`config.mk`:
```
export PLATFORM = sky130hd
export DESIGN_NAME = div_rest_param_flat
export DESIGN_NICKNAME = d
export VERILOG_FILES = /design/src/rtl/div_pkg.sv /design/src/rtl/div_rest_param_if.sv /design/src/rtl/div_rest_step.sv /design/src/rtl/div_rest_param.sv /design/src/flat_wrapper.sv
export SDC_FILE = /design/constraint.sdc
export NUM_CORES = 1
export LEC_CHECK = 0
export CORE_ASPECT_RATIO = 1.25
export CORE_MARGIN = 8
export CORE_UTILIZATION = 55
export CTS_BUF_LIST = sky130_fd_sc_hd__clkbuf_4
export CTS_CLUSTER_DIAMETER = 30
export DETAILED_ROUTE_END_ITERATION = 16
export HOLD_SLACK_MARGIN = 0.1
export PLACE_DENSITY_LB_ADDON = 0.15
export SETUP_SLACK_MARGIN = 0.02
export SLEW_MARGIN = 15
export SYNTH_ARGS = -nofsm -noshare
export SYNTH_HDL_FRONTEND = slang
export SYNTH_SLANG_ARGS = --single-unit
```
`constraint.sdc`:
```
create_clock -name clk -period 7.7 [get_ports clk]
set_clock_uncertainty 0.1 [all_clocks]
set_input_delay 1.54 -clock clk [delete_from_list [all_inputs] [get_ports clk]]
set_output_delay 1.54 -clock clk [all_outputs]
set_load 0.02 [all_outputs]
```
`src/rtl/div_pkg.sv`:
```
// Shared types for the restoring divider: op encodings, FSM states and a
// conditional-negate helper used to form and restore operand magnitudes.
package div_pkg;

  localparam logic [1:0] OP_DIV  = 2'b00;
  localparam logic [1:0] OP_DIVU = 2'b01;
  localparam logic [1:0] OP_REM  = 2'b10;
  localparam logic [1:0] OP_REMU = 2'b11;

  // Widest operand the helper supports; callers truncate to their own width.
  localparam int MAX_W = 64;

  typedef enum logic [1:0] {
    ST_IDLE = 2'b00,
    ST_LOOP = 2'b01,
    ST_FIX  = 2'b10,
    ST_DONE = 2'b11
  } state_e;

  // Two's-complement negation when neg is set; low bits are width-independent.
  function automatic logic [MAX_W-1:0] cond_neg(input logic [MAX_W-1:0] v, input logic neg);
    if (neg) begin
      return ~v + 64'd1;
    end else begin
      return v;
    end
  endfunction

endpackage

```
`src/rtl/div_rest_param_if.sv`:
```
// Start/busy/done handshake and operand/result bus between the pipeline
// controller (master) and the divider (slave).
interface div_rest_param_if #(
  parameter int WIDTH = 32
);
  logic             start;
  logic [1:0]       op;
  logic [WIDTH-1:0] a;
  logic [WIDTH-1:0] b;
  logic [WIDTH-1:0] result;
  logic             busy;
  logic             done;

  modport master (output start, op, a, b, input result, busy, done);
  modport slave  (input start, op, a, b, output result, busy, done);
endinterface

```
`src/rtl/div_rest_step.sv`:
```
// One restoring-division iteration: shift in the next dividend bit, trial
// subtract the divisor, keep the difference only when it does not borrow.
module div_rest_step #(
  parameter int WIDTH = 32
) (
  input  logic [WIDTH-1:0] rem_i,
  input  logic [WIDTH-1:0] quot_i,
  input  logic [WIDTH-1:0] divs_i,
  output logic [WIDTH-1:0] rem_o,
  output logic [WIDTH-1:0] quot_o
);

  logic [WIDTH:0] diff_s;

  // Trial subtraction; the extra top bit acts as the borrow flag.
  always_comb begin
    diff_s = {rem_i, quot_i[WIDTH-1]} - {1'b0, divs_i};
    quot_o = {quot_i[WIDTH-2:0], ~diff_s[WIDTH]};
    if (diff_s[WIDTH]) begin
      rem_o = {rem_i[WIDTH-2:0], quot_i[WIDTH-1]};
    end else begin
      rem_o = diff_s[WIDTH-1:0];
    end
  end

endmodule

```
`src/rtl/div_rest_param.sv`:
```
// Multi-cycle restoring divider for DIV/DIVU/REM/REMU, one quotient bit per clock.
// Optional build macro DIV_FAST_ZERO_EN: divide-by-zero skips the iteration loop.
module div_rest_param
  import div_pkg::*;
#(
  parameter int WIDTH = 32
) (
  input logic             clk,
  input logic             rstlow,
  div_rest_param_if.slave dif
);

  localparam int CNT_W = $clog2(WIDTH);

  state_e           state_q, state_d;
  logic             is_rem_q, is_rem_d;
  logic             sa_q, sa_d;
  logic             sb_q, sb_d;
  logic             bz_q, bz_d;
  logic [WIDTH-1:0] quot_q, quot_d;
  logic [WIDTH-1:0] rem_q, rem_d;
  logic [WIDTH-1:0] divs_q, divs_d;
  logic [WIDTH-1:0] result_q, result_d;
  logic [CNT_W-1:0] cnt_q, cnt_d;
  logic             busy_q, busy_d;
  logic             done_q, done_d;
  logic             signed_op_s;
  logic [WIDTH-1:0] step_rem_s, step_quot_s;

  function automatic logic [WIDTH-1:0] neg_w(input logic [WIDTH-1:0] v, input logic neg);
    logic [MAX_W-1:0] t;
    t = cond_neg(MAX_W'(v), neg);
    return t[WIDTH-1:0];
  endfunction

  div_rest_step #(.WIDTH(WIDTH)) u_step (
    .rem_i  (rem_q),
    .quot_i (quot_q),
    .divs_i (divs_q),
    .rem_o  (step_rem_s),
    .quot_o (step_quot_s)
  );

  // Next-state and datapath control.
  always_comb begin
    state_d     = state_q;
    is_rem_d    = is_rem_q;
    sa_d        = sa_q;
    sb_d        = sb_q;
    bz_d        = bz_q;
    quot_d      = quot_q;
    rem_d       = rem_q;
    divs_d      = divs_q;
    result_d    = result_q;
    cnt_d       = cnt_q;
    signed_op_s = (dif.op == OP_DIV) | (dif.op == OP_REM);
    case (state_q)
      ST_IDLE: begin
        if (dif.start) begin
          is_rem_d = (dif.op == OP_REM) | (dif.op == OP_REMU);
          sa_d     = signed_op_s & dif.a[WIDTH-1];
          sb_d     = signed_op_s & dif.b[WIDTH-1];
          bz_d     = (dif.b == {WIDTH{1'b0}});
          quot_d   = neg_w(dif.a, sa_d);
          divs_d   = neg_w(dif.b, sb_d);
          rem_d    = {WIDTH{1'b0}};
          cnt_d    = {CNT_W{1'b0}};
`ifdef DIV_FAST_ZERO_EN
          // Zero divisor: the loop would yield all-ones quotient and |a| remainder.
          if (bz_d) begin
            quot_d  = {WIDTH{1'b1}};
            rem_d   = neg_w(dif.a, sa_d);
            state_d = ST_FIX;
          end else begin
            state_d = ST_LOOP;
          end
`else
          state_d = ST_LOOP;
`endif
        end else begin
          state_d = ST_IDLE;
        end
      end
      ST_LOOP: begin
        rem_d  = step_rem_s;
        quot_d = step_quot_s;
        cnt_d  = cnt_q + CNT_W'(1);
        if (cnt_q == CNT_W'(WIDTH - 1)) begin
          state_d = ST_FIX;
        end else begin
          state_d = ST_LOOP;
        end
      end
      ST_FIX: begin
        // Zero divisor keeps the all-ones quotient unsigned-looking for DIV too.
        if (is_rem_q) begin
          result_d = neg_w(rem_q, sa_q);
        end else begin
          result_d = neg_w(quot_q, (sa_q ^ sb_q) & ~bz_q);
        end
        state_d = ST_DONE;
      end
      ST_DONE: begin
        state_d = ST_IDLE;
      end
      default: begin
        state_d = ST_IDLE;
      end
    endcase
    busy_d = (state_d != ST_IDLE);
    done_d = (state_d == ST_DONE);
  end

  // State and datapath registers.
  always_ff @(posedge clk or negedge rstlow) begin
    if (!rstlow) begin
      state_q  <= ST_IDLE;
      is_rem_q <= 1'b0;
      sa_q     <= 1'b0;
      sb_q     <= 1'b0;
      bz_q     <= 1'b0;
      quot_q   <= {WIDTH{1'b0}};
      rem_q    <= {WIDTH{1'b0}};
      divs_q   <= {WIDTH{1'b0}};
      result_q <= {WIDTH{1'b0}};
      cnt_q    <= {CNT_W{1'b0}};
      busy_q   <= 1'b0;
      done_q   <= 1'b0;
    end else begin
      state_q  <= state_d;
      is_rem_q <= is_rem_d;
      sa_q     <= sa_d;
      sb_q     <= sb_d;
      bz_q     <= bz_d;
      quot_q   <= quot_d;
      rem_q    <= rem_d;
      divs_q   <= divs_d;
      result_q <= result_d;
      cnt_q    <= cnt_d;
      busy_q   <= busy_d;
      done_q   <= done_d;
    end
  end

  assign dif.result = result_q;
  assign dif.busy   = busy_q;
  assign dif.done   = done_q;

endmodule

```
`src/flat_wrapper.sv`:
```
// flat-port wrapper written by rule: the top's interface ports become plain ports
module div_rest_param_flat import div_pkg::*;
#(
  parameter int WIDTH = 32
)
  (clk, rstlow, dif_start, dif_op, dif_a, dif_b, dif_result, dif_busy, dif_done);
  div_rest_param_if #(.WIDTH(WIDTH)) dif_i ();
  input logic clk;
  input logic rstlow;
  input wire logic [$bits(dif_i.start)-1:0] dif_start;
  input wire logic [$bits(dif_i.op)-1:0] dif_op;
  input wire logic [$bits(dif_i.a)-1:0] dif_a;
  input wire logic [$bits(dif_i.b)-1:0] dif_b;
  output wire logic [$bits(dif_i.result)-1:0] dif_result;
  output wire logic [$bits(dif_i.busy)-1:0] dif_busy;
  output wire logic [$bits(dif_i.done)-1:0] dif_done;
  assign dif_i.start = dif_start;
  assign dif_i.op = dif_op;
  assign dif_i.a = dif_a;
  assign dif_i.b = dif_b;
  assign dif_result = dif_i.result;
  assign dif_busy = dif_i.busy;
  assign dif_done = dif_i.done;
  div_rest_param #(.WIDTH(WIDTH)) u_core (.clk(clk), .rstlow(rstlow), .dif(dif_i));
endmodule
```
After elaboration in Yosys (flattened, before gate mapping)
Cells that the tools add are included.
{"block": "op_classes", "bitwise": 12, "muxes": 15, "eq_ne": 8, "addsub": 6, "n_reduce_logical": 7}
{"operator": "32-bit 2-to-1 mux", "n": 8}
{"operator": "32-bit by 1-bit adder with 32-bit output, second input constant", "n": 4}
{"operator": "32-bit NOT", "n": 4}
{"operator": "32-bit one-hot mux with 2 select lines", "n": 2}
{"operator": "33-bit by 32-bit subtractor with 33-bit output", "n": 1}
{"operator": "32-bit logical NOT", "n": 1}
{"operator": "2-bit == test, second input constant", "n": 5}
{"operator": "5-bit one-hot mux with 2 select lines", "n": 1}
{"operator": "2-bit one-hot mux with 4 select lines", "n": 1}
{"operator": "5-bit by 1-bit adder with 5-bit output, second input constant", "n": 1}
{"operator": "5-bit == test, second input constant", "n": 1}
{"operator": "5-bit 2-to-1 mux", "n": 1}
{"operator": "2-bit logical NOT", "n": 2}
{"operator": "2-bit AND reduction", "n": 2}
{"operator": "2-bit nonzero test", "n": 2}
{"operator": "1-bit AND", "n": 3}
{"operator": "2-bit by 1-bit == test with 1-bit output, second input constant", "n": 1}
{"operator": "2-bit 2-to-1 mux", "n": 1}
{"operator": "2-bit inequality test, second input constant", "n": 1}
{"operator": "1-bit NOT", "n": 2}
{"operator": "1-bit bitwise OR", "n": 2}
{"operator": "1-bit 2-to-1 mux", "n": 1}
{"operator": "1-bit bitwise XOR", "n": 1}
{"block": "word_totals", "wordCells": 60, "out_inout_bits": 34, "inputBits": 69, "register_bits": 141}

Logic depth before layout (Yosys ltp)
Gate-level depths: netlist (run 1).
{"block": "depth", "ltp_word": 6, "ltp_mapped": 13, "ltp_nobuf": 12}

By module
From an unflattened synthesis (run 1), not the netlist that was laid out.
{"block": "unflattened", "hier_cells": 1240, "hier_area_um2": 10779.1}
{"module": "div_rest_param", "instances": 1, "area_per_inst_um2": 8187.9, "cells_per_inst": 904, "seq_area_each_um2": 3528.4}
{"module": "div_rest_step", "instances": 1, "area_per_inst_um2": 2591.2, "cells_per_inst": 336, "seq_area_each_um2": 0.0}

Least setup slack after synthesis (run 1)
OpenSTA, ideal clock, no wires.
{"block": "synth_path", "path_type": "input port to flip-flop", "start": "in dif_b[0]", "end": "reg u_core.divs_q[30]", "path_buffers": 0, "setup_time_ns": 0.133, "required_ns": 7.467, "stages": 11, "t_arrival_ns": 3.674, "slack_ns": 3.793, "path_cell_list": "inv_1 -> ha_1 -> or4b_1 -> nor4_2 -> nor3b_1 -> nand2_1 -> or2_1 -> nor4_2 -> a21oi_1 -> xnor2_1 -> o21ai_0"}
{"block": "synth_between", "elab_chain_len": 3}
{"item": "from (decl)", "line_no": "flat_wrapper.sv:13", "source": "input wire logic [$bits(dif_i.b)-1:0] dif_b;"}
{"item": "32-bit NOT", "line_no": "div_pkg.sv:23", "source": "return ~v + 64'd1;"}
{"item": "32-bit by 1-bit adder with 32-bit output", "line_no": "div_pkg.sv:23"}
{"item": "32-bit 2-to-1 mux", "line_no": "div_pkg.sv:22", "source": "if (neg) begin"}
{"item": "to (signal assigned)", "line_no": "div_rest_param.sv:124", "source": "divs_q <= {WIDTH{1'b0}};"}
{"item": "to (signal assigned)", "line_no": "div_rest_param.sv:137", "source": "divs_q <= divs_d;"}
{"item": "to (decl)", "line_no": "div_rest_param.sv:22", "source": "logic [WIDTH-1:0] divs_q, divs_d;"}
No other way between the ends.
A chain may end at the register's enable or synchronous reset.

Worst setup path in the final report (run 1)
Same ends and word-level chain as after synthesis.

==> results of run 1 <==
path summary, 6_finish.rpt:
kind                                    from                end  slack [ns]  cells past startpoint
min                        u_core.divs_q[10]  u_core.divs_q[10]        0.39                      2
min in group asynchronous             rstlow   u_core.quot_q[4]        0.81                      1
max in group asynchronous             rstlow   u_core.rem_q[29]        5.49                      3
min reg2reg                u_core.divs_q[10]  u_core.divs_q[10]        0.39                      2
max                                 dif_b[0]  u_core.divs_q[30]        3.54                     12
max reg2reg                u_core.quot_q[31]   u_core.rem_q[22]        3.82                     13
cells in the final DEF (no fill, tap or decap), drive strengths merged, types with 32 or more instances in the layout:
cell / n
o21ai: 168
inv: 51
dfrtp: 141
nor2: 69
a21oi: 76
clkdlybuf4s50: 101
xnor2: 69
xor2: 75
nand2: 151
nand3: 32
ha: 38
logic make-up after synthesis:
kind of cell	count (synthesis)	synth area share, %
simple gates	371	17.98
compound gates	396	24.63
xor+xnor	144	12.57
buf+inv	116	4.462
fa+ha+maj	39	4.908
mux	5	0.4958
flops	141	34.95
power by group through the flow:
stage | logic (uW) | registers [uW] | clock network (uW)
floorplan | 2700 | 1470 | 0
global placement | 3440 | 1520 | 0
detailed placement | 3510 | 1540 | 0
CTS | 3530 | 1520 | 431
global route | 3990 | 1590 | 463
finish | 3520 | 1530 | 420
sequential cells by signal, indices dropped and copies added, names as in the netlist:
| name | flops |
|---|---|
| u_core.is_rem_q | 1 |
| u_core.sb_q | 1 |
| u_core.bz_q | 1 |
| u_core.cnt_q | 5 |
| u_core.quot_q | 32 |
| u_core.rem_q | 32 |
| u_core.sa_q | 1 |
| u_core.dif.busy | 1 |
| u_core.divs_q | 32 |
| u_core.dif.done | 1 |
| u_core.state_q | 2 |
| u_core.dif.result | 32 |
routing by layer:
metal | GRT usage, % | vias up
met4 | 5.966 | 0
met1 | 30.20 | 4186
met3 | 3.024 | 21
li1 | - | 4481
met5 | 0 | -
met2 | 35.71 | 192
stage by stage:
| step | power, uW | hold WS [ns] | util [%] | cells |
|---|---|---|---|---|
| floorplan | 4178 | 0.3494 | - | 1212 |
| global placement | 4965 | 0.3606 | 62.21 | 1485 |
| detailed placement | 5046 | 0.3713 | 62.21 | 1485 |
| CTS | 5484 | 0.3966 | 63.50 | 1517 |
| global route | 6038 | 0.4195 | 63.64 | 1519 |
| finish | 5476 | 0.3876 | 63.64 | 1519 |
critical path: cells and delay by family:
family | cells | cell delay [ns]
buf+inv | 2 | 0.52
xor+xnor | 1 | 0.17
compound gates | 2 | 0.24
simple gates | 6 | 1.83
fa+ha+maj | 1 | 0.18
cell type report:
cell class / count / area, um^2 / share of cell area (%)
antenna: 1 / 2.502 / 0.02181
clock buffer: 17 / 127.6 / 1.112
clock inverter: 15 / 106.4 / 0.9268
inverter: 51 / 191.4 / 1.668
multi-input combinational: 955 / 6131 / 53.43
sequential: 141 / 3528 / 30.75
tap: 228 / 285.3 / 2.486
timing repair buffer: 111 / 1102 / 9.606
==> impl_results.md, run 1 <==
* CTS Sinks at 141
* Comb pwr share at 64.4%
* Setup WS pre-CTS at slightly below 3 ns
* Max-slew headroom at 23.64%
* CP Max Fanout at 4
* Clock insertion delay at the later pin of the skew report at 0.56 ns
* Setup crit end kind: flop
* Post-Route M1 WL at 11600 um
* Hold Violations, Final at 0
* Worst Tran Pin Value at 1.143 ns
* Ys Warns at 0
* RSZ-0062 raised after global routing: false
* Routed Antenna Nets at 0
* Seq/Total Area, Yosys at 34.95%
* Final period util at 53.98%
* Leak Pwr at 0.004731 uW
* Via Count at 8880
* Mean Syn Cell Area at 8.329 um^2
* Rows at 55
* Clk Tree Root Cell: clkbuf_4
* Sequential fraction of design power at between 20 and 30%
* I/O Pins at 103
* Largest stage delay on the critical path at 0.47 ns
* Die W at 137.2 um
* Vias in the first global route at about 8600
* DRC viols at 0
* Pin count of the biggest net entering global routing at 92
* Gr ovfl total at 0
* PortBufs at roughly 100
* Worst-path clk slew at 0.12 ns
* Worst EP arrival at 4.48 ns
* Layout cell share with drive strength beyond 1 at 5.039%
* EDFF count, synth at 0
* Synth area leaders: dfrtp_1, o21ai_0, xor2_1
* # setup viols final at 0
* MaxCap Viol Count at 0
* Die Ht at approximately 170 um
* Share of Yosys cell area claimed by the top area cell type at 34.95%
* Post-CTS Hold Fix Bufs at 0
* Hold crit path type: reg -> reg
* DP Area at between 10000 and 15000 um^2
* Drt pass-1 iters at 6
* Post-CTS Setup Repair Bufs at 0
* Total track usage at 22.10%
* Fin crit period at 4.157 ns
* Synth cell types at 72
* Routed wl met3 at 1017 um
* CP max stage cell: or4b_1
* Most common cell in the netlist: o21ai_0
* WL per Instance at 16.27 um
* Fill cells at 1560
* Synthesized instance count at 1212
* Highest routed layer: met4
* Routability Congestion at a little under 0.9
* Top FF cell, synth: dfrtp_1
* Post-synthesis cell area at 10090 um^2
* Core Footprint at between 15000 and 20000 um^2
* Fin. max-slew vios at 0
* Crit Path Class: in -> reg
* Clock group share of total power at ~7.7%
* Net count after synthesis at 1320
* First-pass GRT wire length at 41740 um
* Yosys reg bits at approximately 140
* Die Area at roughly 23000 um^2
* Fmax at 240.6 MHz
* Post-route cell area at 11470 um^2
* Final nets at 1385
* Pwr dens at 477.2 nW/um^2
* CTS tree: yes
* Fin worst setup slack at 3.543 ns
* Detailed Place HPWL at 18160 um
* Post-CTS resize count at 0
* Initial antenna violation count at 1
* Cell mode on critical path: nor4_2
* Initial Util at a little under three fifths
* Drt initial violations at approximately 580
* Crit path launch type: primary input
* Drt via density at 5.846
* WL met2 at 11800 um
* Asr flop ratio synth at 100.0%
* H-tree depth at 4
* Area leader, netlist: dfrtp_1
* Synth cell count leaders: o21ai_0, nand2_1, dfrtp_1
* Worst-path cell chain: clkdlybuf4s50_1, inv_1, ha_1, or4b_1, nor4_2, nor3b_1, nand2_1, or2_1, nor4_2, a21oi_1, xnor2_1, o21ai_0
* Sw Share at 48.77%
* Detailed-route wire length at ~25000 um
* Worst path required time at 8.02 ns
* Setup TNS at 0 ns
* CTS Buf Count at 17
* Psw at 2671 uW
* Maximum vdd ir drop at 0.0002228 V
* Outcome: completed
* Internal cell power at 2805 uW
* Area Growth Syn to Fin at 13.67%
* Clock buffer depth at 2
(Power assumes the default switching activity.)
==> run 2: changes to the inputs <==
==> constraint.sdc (replaced) <==
create_clock -name clk -period 4.16 [get_ports clk]
set_clock_uncertainty 0.1 [all_clocks]
set_input_delay 0.832 -clock clk [delete_from_list [all_inputs] [get_ports clk]]
set_output_delay 0.832 -clock clk [all_outputs]
set_load 0.02 [all_outputs]
==> impl_results.md, run 2 (synthesis results as in run 1) <==
* Post-route cell area at 11650 um^2
* Vias in the first global route at 8767
* Total track usage at 22.51%
* Rows at 55
* Sw Share at 47.63%
* WL per Instance at roughly 16 um
* DP Area at 11300 um^2
* Pin count of the biggest net entering global routing at 91
* Most common cell after layout, fill and taps aside: o21ai_0
* Crit path launch type: flop
* Worst-path clk slew at ~0.13 ns
* I/O Pins at around 100
* Die W at roughly 140 um
* Fin. max-slew vios at 0
* FF-to-FF setup slack at 0.62 ns
* Gr ovfl total at 0
* Drt via density at 5.865
* First-pass GRT wire length at approximately 43000 um
* Hold crit path type: in -> async
* MaxCap Viol Count at 0
* Worst Tran Pin Value at 0.9979 ns
* Fmax at 282.6 MHz
* Die Area at about 23000 um^2
* Setup crit end kind: flop
* Fill cells at 1633
* Clock group share of total power at 10.1%
* Routability Congestion at roughly 0.89
* Final nets at 1393
* RSZ-0062 raised after global routing: false
* PortBufs at roughly 100
* Worst path required time at ~4.6 ns
* Routed Antenna Nets at 0
* Maximum vdd ir drop at 0.0003857 V
* Clock buffer depth at 2
* Layout cell share with drive strength beyond 1 at 5.778%
* # setup viols final at 0
* Area Growth Syn to Fin at 15.38%
* CTS Buf Count at 17
* Multi-input combinational cell area at about 6100 um^2
* Crit Path Class: reg -> reg
* Detailed-route wire length at 25020 um
* Initial antenna violation count at 1
* Sequential fraction of design power at about 27%
* Seq. cell area at 3528 um^2
* Fin worst setup slack at 0.6212 ns
* Final period util at 85.07%
* Hold_ws at 0.1940 ns
* Worst EP arrival at about 4 ns
* Core Footprint at 18030 um^2
* Comb pwr share at 63.1%
* Pwr dens at 902.5 nW/um^2
* Initial Util at ~56%
* Psw at around 5000 uW
* Drt pass-1 iters at 7
* Fin crit period at 3.539 ns
* CP Max Fanout at 10
* Post-CTS Setup Repair Bufs at 0
* Setup WS pre-CTS at 0.1676 ns
* Clock insertion delay at the later pin of the skew report at 0.58 ns
* Hold Violations, Final at 0
* DRC viols at 0
* CTS tree: yes
* Post-CTS resize count at 0
* Setup TNS at 0 ns
* Post-CTS Hold Fix Bufs at 0
* Most frequent cells in the layout: o21ai_0, nand2_1, dfrtp_1
* Internal cell power at 5505 uW
* Die Ht at between 150 and 200 um
* Outcome: completed
* Detailed Place HPWL at about 19000 um
* H-tree depth at 4
* Cells on worst reg2reg path at 13
* Drt initial violations at 629
* Clk Tree Root Cell: clkbuf_4
* Max-slew headroom at between 30% and 40%
* CTS Sinks at 141
* Leak Pwr at 0.004816 uW
* Via Count at 8956
-- run 2: cell types whose count changed in the layout (fill, tap and decap cells not counted), sizes merged --
cell	before	now
buf	10	18
clkinv	11	4
bufinv	1	5
inv	51	53
clkinvlp	3	4
-- run 2: path summary, 6_finish.rpt --
path / start / to
worst min-delay path: rstlow / u_core.dif.result[11]
worst max register to register: u_core.quot_q[31] / u_core.rem_q[29]
max in group asynchronous: rstlow / u_core.quot_q[21]
min in group clk: u_core.dif.result[25] / u_core.dif.result[25]
worst min register to register: u_core.dif.result[25] / u_core.dif.result[25]
worst max-delay path: u_core.quot_q[31] / u_core.rem_q[29]
-- run 2: area by class of cell --
cell class                 count  share of cell area (%)
multi-input combinational    955                   52.64
sequential                   141                   30.29
timing repair buffer         119                   9.980
tap                          228                   2.449
clock inverter                15                   1.880
inverter                      51                   1.644
clock buffer                  17                   1.096
antenna                        1                 0.02148
-- run 2: stage by stage --
| stage | total power [uW] | cells | utilization, % |
|---|---|---|---|
| floorplan | 7732 | 1212 | - |
| global placement | 9277 | 1494 | 62.65 |
| detailed placement | 9427 | 1494 | 62.65 |
| CTS | 10530 | 1526 | 64.57 |
| global route | 11510 | 1527 | 64.60 |
| finish | 10510 | 1527 | 64.60 |
-- run 2: routing by layer --
layer	share of wire [%]	up-vias	track usage, %
li1	-	4501	-
met1	46	4235	29.63
met2	49	195	37.63
met3	4.6	25	3.413
met4	1.1	0	5.634
met5	0	-	0
-- run 2: power by group through the flow --
stage	sequential (uW)	clock, uW	combinational [uW]
after floorplan	2730	0	5000
after global routing	2920	1140	7450
after CTS	2800	1080	6640
final	2820	1060	6630
after detailed placement	2830	0	6600
after global placement	2810	0	6470
-- run 2: critical path, stage by stage (launching register included) --
cell	delay, ns
dfrtp_1	0.49
inv_1	0.08
ha_1	0.22
fa_1	0.41
nor2b_1	0.16
o31a_1	0.21
o211ai_1	0.19
o21ai_2	0.27
a2111oi_2	0.12
nor3_2	0.32
xor2_1	0.19
buf_4	0.16
nand2_1	0.27
o21ai_0	0.27
